### src/rtl/regfile_wb_arbiter.sv
// Round-robin arbiter sharing the register-file write port among writeback sources,
// with a pending-write scoreboard that flags RAW hazards to decode.
module regfile_wb_arbiter #(
    parameter int NUM_REQ = 3,
    parameter int AW      = 5,
    parameter int DW      = 32
) (
    input  logic                  clk,
    input  logic                  reset,
    input  logic [NUM_REQ-1:0]    req_valid,
    input  logic [NUM_REQ*AW-1:0] req_addr,
    input  logic [NUM_REQ*DW-1:0] req_data,
    output logic [NUM_REQ-1:0]    req_ready,
    output logic                  regWrite,
    output logic [AW-1:0]         writeAddr,
    output logic [DW-1:0]         regWriteData,
    input  logic                  issue_valid,
    input  logic [AW-1:0]         issue_rd,
    input  logic [AW-1:0]         chk_addr1,
    input  logic [AW-1:0]         chk_addr2,
    output logic                  stall,
    output logic [31:0]           pending
);

    localparam int          GW = $clog2(NUM_REQ);
    localparam int unsigned NR = NUM_REQ;

    logic [GW-1:0] lastGrant;
    logic [GW-1:0] grantIdx;
    logic [GW-1:0] candIdx;
    logic          grantValid;
    logic [AW-1:0] grantAddr;
    logic [DW-1:0] grantData;
    logic [31:0]   setVec;
    logic [31:0]   clrVec;
    logic [31:0]   pendingNext;

    // Scan starts one past the previous winner so every requester gets a turn.
    always_comb begin
        req_ready  = '0;
        grantIdx   = lastGrant;
        grantValid = 1'b0;
        candIdx    = '0;
        for (int unsigned k = 1; k <= NR; k++) begin
            candIdx = GW'((32'(lastGrant) + k) % NR);
            if (!grantValid && req_valid[candIdx]) begin
                grantValid = 1'b1;
                grantIdx   = candIdx;
            end
        end
        if (grantValid) begin
            req_ready[grantIdx] = 1'b1;
        end
    end

    assign grantAddr = req_addr[grantIdx*AW +: AW];
    assign grantData = req_data[grantIdx*DW +: DW];

    always_comb begin
        setVec = '0;
        clrVec = '0;
        if (issue_valid && issue_rd != '0) begin
            setVec[issue_rd] = 1'b1;
        end
        if (grantValid && grantAddr != '0) begin
            clrVec[grantAddr] = 1'b1;
        end
        // Set is applied after clear so a same-cycle issue keeps the bit.
        pendingNext    = (pending & ~clrVec) | setVec;
        pendingNext[0] = 1'b0;
    end

    assign stall = pending[chk_addr1] | pending[chk_addr2];

    always_ff @(posedge clk) begin
        if (reset) begin
            lastGrant    <= GW'(NUM_REQ - 1);
            regWrite     <= 1'b0;
            writeAddr    <= '0;
            regWriteData <= '0;
            pending      <= '0;
        end else begin
            if (grantValid) begin
                lastGrant    <= grantIdx;
                writeAddr    <= grantAddr;
                regWriteData <= grantData;
                regWrite     <= (grantAddr != '0);
            end else begin
                regWrite <= 1'b0;
            end
            pending <= pendingNext;
        end
    end

    // Decode must not issue a second outstanding write to the same register.
    noDoubleIssue: assert property (@(posedge clk) disable iff (reset)
        (issue_valid && issue_rd != '0) |-> !pending[issue_rd]);

endmodule

### config.mk
export PLATFORM = sky130hd
export DESIGN_NAME = regfile_wb_arbiter
export DESIGN_NICKNAME = d
export VERILOG_FILES = /design/src/rtl/regfile_wb_arbiter.sv
export SDC_FILE = /design/constraint.sdc
export NUM_CORES = 1
export LEC_CHECK = 0
export ABC_CLOCK_PERIOD_IN_PS = 4600
export BUFFER_PORTS_ARGS = -buffer_cell sky130_fd_sc_hd__buf_2
export CAP_MARGIN = 5
export CORE_UTILIZATION = 30
export CTS_BUF_LIST = sky130_fd_sc_hd__clkbuf_2 sky130_fd_sc_hd__clkbuf_4 sky130_fd_sc_hd__clkbuf_8
export DETAILED_ROUTE_END_ITERATION = 6
export PLACE_DENSITY = 0.58
export SLEW_MARGIN = 20
export SYNTH_ARGS = -nofsm -noshare
export SYNTH_HDL_FRONTEND = slang
export SYNTH_SLANG_ARGS = --single-unit
### constraint.sdc
create_clock -name clk -period 4.6 [get_ports clk]
set_input_delay 0.23 -clock clk [delete_from_list [all_inputs] [get_ports clk]]
set_output_delay 0.23 -clock clk [all_outputs]
set_load 0.01 [all_outputs]
==> out/qor.yml <==
run_status:
  status: "complete, but fails checks"
  violations: "DRC"
global_route:
  grt_antenna_before_repair: 0
  grt_pass1_vias: 4451
  grt_start_max_net_pins: 63
  grt_pass1_wl_mm: 22.5
  grt_usage_pct: 19.3
  overflow: 0
timing:
  worst_pin_slew_ns: 1.17
  fin_tns_setup_ns: 0
  rsz0062_at_grt: "no"
  setup_viol: 0
  final_hold_viol_count: 0
  timing.fmax_ghz: 0.256
  max_slew_margin_pct: 22.0
  drv_slew: 0
  skew_ns: 0.00986
  min_period_over_period_pct: 84.8
  fin_crit_ns: 3.90
logic_synthesis:
  synth_top_family_by_area: "compound AO/OA/AOI/OAI gates"
  synthMuxAreaShare_pct: 21.6
  yosys.area_share.simple_pct: 15.8
  synth-compound-area-share_pct: 24.3
  synth_top_area_share_pct: 32.0
  yosys.area_share.xor_xnor_pct: 0
  syn_area_per_cell_um2: 9.40
  ys_seq_area_share_pct: 32.0
  yosysUniqueCellTypes: 62
  netlist_instances: 472
  ys_warn_count: 0
  ys_ff_latch: 71
  async_flop_share_pct: 0
  syn_nets: 608
  synth_area_leaders: "dfxtp_1 32%, mux2_2 9.1%, mux4_2 9.1%, a222oi_1 7.2%, nor2_1 5.2%"
  synth_top_area_cell: "dfxtp_1"
  syn_area_um2: 4440
  synth_edf_count: 0
  ys.flop_type: "dfxtp_1"
  synthAdderAreaFrac_pct: 1.13
cts:
  cts-buffers-inserted: 9
  clkSinkCount: 71
  cts.repair.resized: 0
  cts_tree: "done"
  hold_buffers: 0
  clockBufferDepth: 2
  clkTransAtPathRegs_ns: 0.08
  insertion_delay_ns: 0.35
  htree_levels: 3
  cts_setup_buffers: 0
  cts_root_buf: "clkbuf_8"
placement:
  dp_hpwl_mm: 11.1
  numPortBuffers: 204
  routabilityCongestion: 0.912
routing:
  antenna_left: 0
  vias: 4721
  wirelength_mm: 15.0
  drt_iter0_drc: 363
  drc: 2
  wl_per_cell_um: 17.8
  dr.pass1.iters: 7
  via_per_inst: 5.61
setup_path:
  start_kind: "register"
  critPathKind: "register to register"
  arrival_ns: 4.14
  cp_max_fo: 15
  worstPathRequired_ns: 4.84
  worstSetupEndpointType: "register"
final_layout:
  drive_gt1_share_pct: 44.8
  mostFrequentLayoutCell: "buf_2"
  fin_nets: 790
  layout_common_cells: "204 x buf_2, 71 x dfxtp_1, 60 x nor2_1, 41 x nand2_1, 36 x mux2_2"
  area_growth_pct: 29.4
  fillCellCount: 1481
  num_antenna_cells: 0
power_and_ir_drop:
  power_leakage_nw: 2.52
  irDropWorstVdd_uv: 282
  p_per_area_nw_per_um2: 699
  power.total_mw: 4.01
floorplanning:
  initial_core_util_pct: 30.6
  row_count: 44
  die_w_um: 124
  pin_count: 206
  die_h_um: 124
  coreArea_um2: 14500
  die-area_um2: 15300
hold_path:
  worstHoldPathType: "primary input to register"
flow_run:
  maxCapViolCount: 0
==> metrics by stage <==
step | hold slack [ns] | util, % | instance area, µm² | instances | setup slack [ns]
2_1_floorplan | 0.380 | - | 4440 | 472 | 1.34
3_3_place_gp | 0.449 | 38.3 | 5550 | 827 | 0.890
3_5_place_dp | 0.447 | 38.3 | 5550 | 827 | 0.760
4_1_cts | 0.0858 | 39.7 | 5740 | 842 | 0.738
5_1_grt | 0.107 | 39.7 | 5740 | 842 | 0.444
6_report | 0.117 | 39.7 | 5740 | 842 | 0.701
==> layout make-up <==
| type | count | area, µm² | share of cell area (%) |
|---|---|---|---|
| inverters | 7 | 26.3 | 0.458 |
| clock inverters | 5 | 57.6 | 1.00 |
| well taps | 184 | 230 | 4.01 |
| multi-input cells | 354 | 2800 | 48.7 |
| clock buffers | 10 | 138 | 2.40 |
| repair buffers | 211 | 1070 | 18.7 |
| flip-flops and latches | 71 | 1420 | 24.8 |
==> state kept, by name, summed over array words and instances (netlist names) <==
signal        cells
regWriteData     32
pending          31
regWrite          1
writeAddr         5
lastGrant         2
==> cell families after synthesis <==
family,count (synthesis)
AO/OA/AOI/OAI,131
adder cells (fa/ha/maj),4
buffers and inverters,47
flip-flops,71
multiplexers,67
other,1
AND/OR/NAND/NOR,151
==> report_power, final <==
part           internal (mW)  total, mW  switching, mW  leakage [nW]
logic                   1.06       2.67           1.61          1.84
registers              0.752      0.827         0.0750         0.582
clock network          0.264      0.513          0.250         0.103
==> worst paths after layout <==
path	end	slack [ns]	depth (start not counted)	start
max	pending[19]	0.70	10	lastGrant[0]
min reg2reg	writeAddr[0]	0.46	2	writeAddr[0]
min	regWriteData[16]	0.12	3	req_data[80]
max reg2reg	pending[19]	0.70	10	lastGrant[0]
==> critical path: stages (launching register included) <==
cell	delay [ns]
dfxtp_1	0.51
inv_1	0.13
ha_1	0.57
nand3b_1	0.18
o21a_1	0.15
a221oi_2	0.39
a2bb2oi_4	0.48
mux2_4	0.37
a221o_1	0.39
or3_1	0.35
a32o_1	0.26
==> synth_stat cells (all sizes together), types with 2 or more instances <==
cell,instances
o211ai,3
a221oi,2
nor3b,2
nand2b,4
nand3,11
and3,2
mux4,18
o41ai,9
nand3b,3
clkbuf,24
inv,7
a211oi,2
nor2b,6
o22a,2
ha,4
o21ai,15
a21oi,25
mux2,37
nor3,9
buf,16
or3,3
dfxtp,71
a222oi,32
a2bb2oi,2
o211a,2
a311oi,14
mux2i,12
o31ai,5
nand2,42
nor2,61
o311ai,7
==> metal layers <==
metal	global-route usage [%]	up-vias	wire (µm)
li1	-	2224	-
met1	23.3	2251	6300
met2	32.8	230	7350
met3	4.85	16	1070
met4	7.15	0	246
met5	0	-	0
Power figures use the tool's default switching activity.
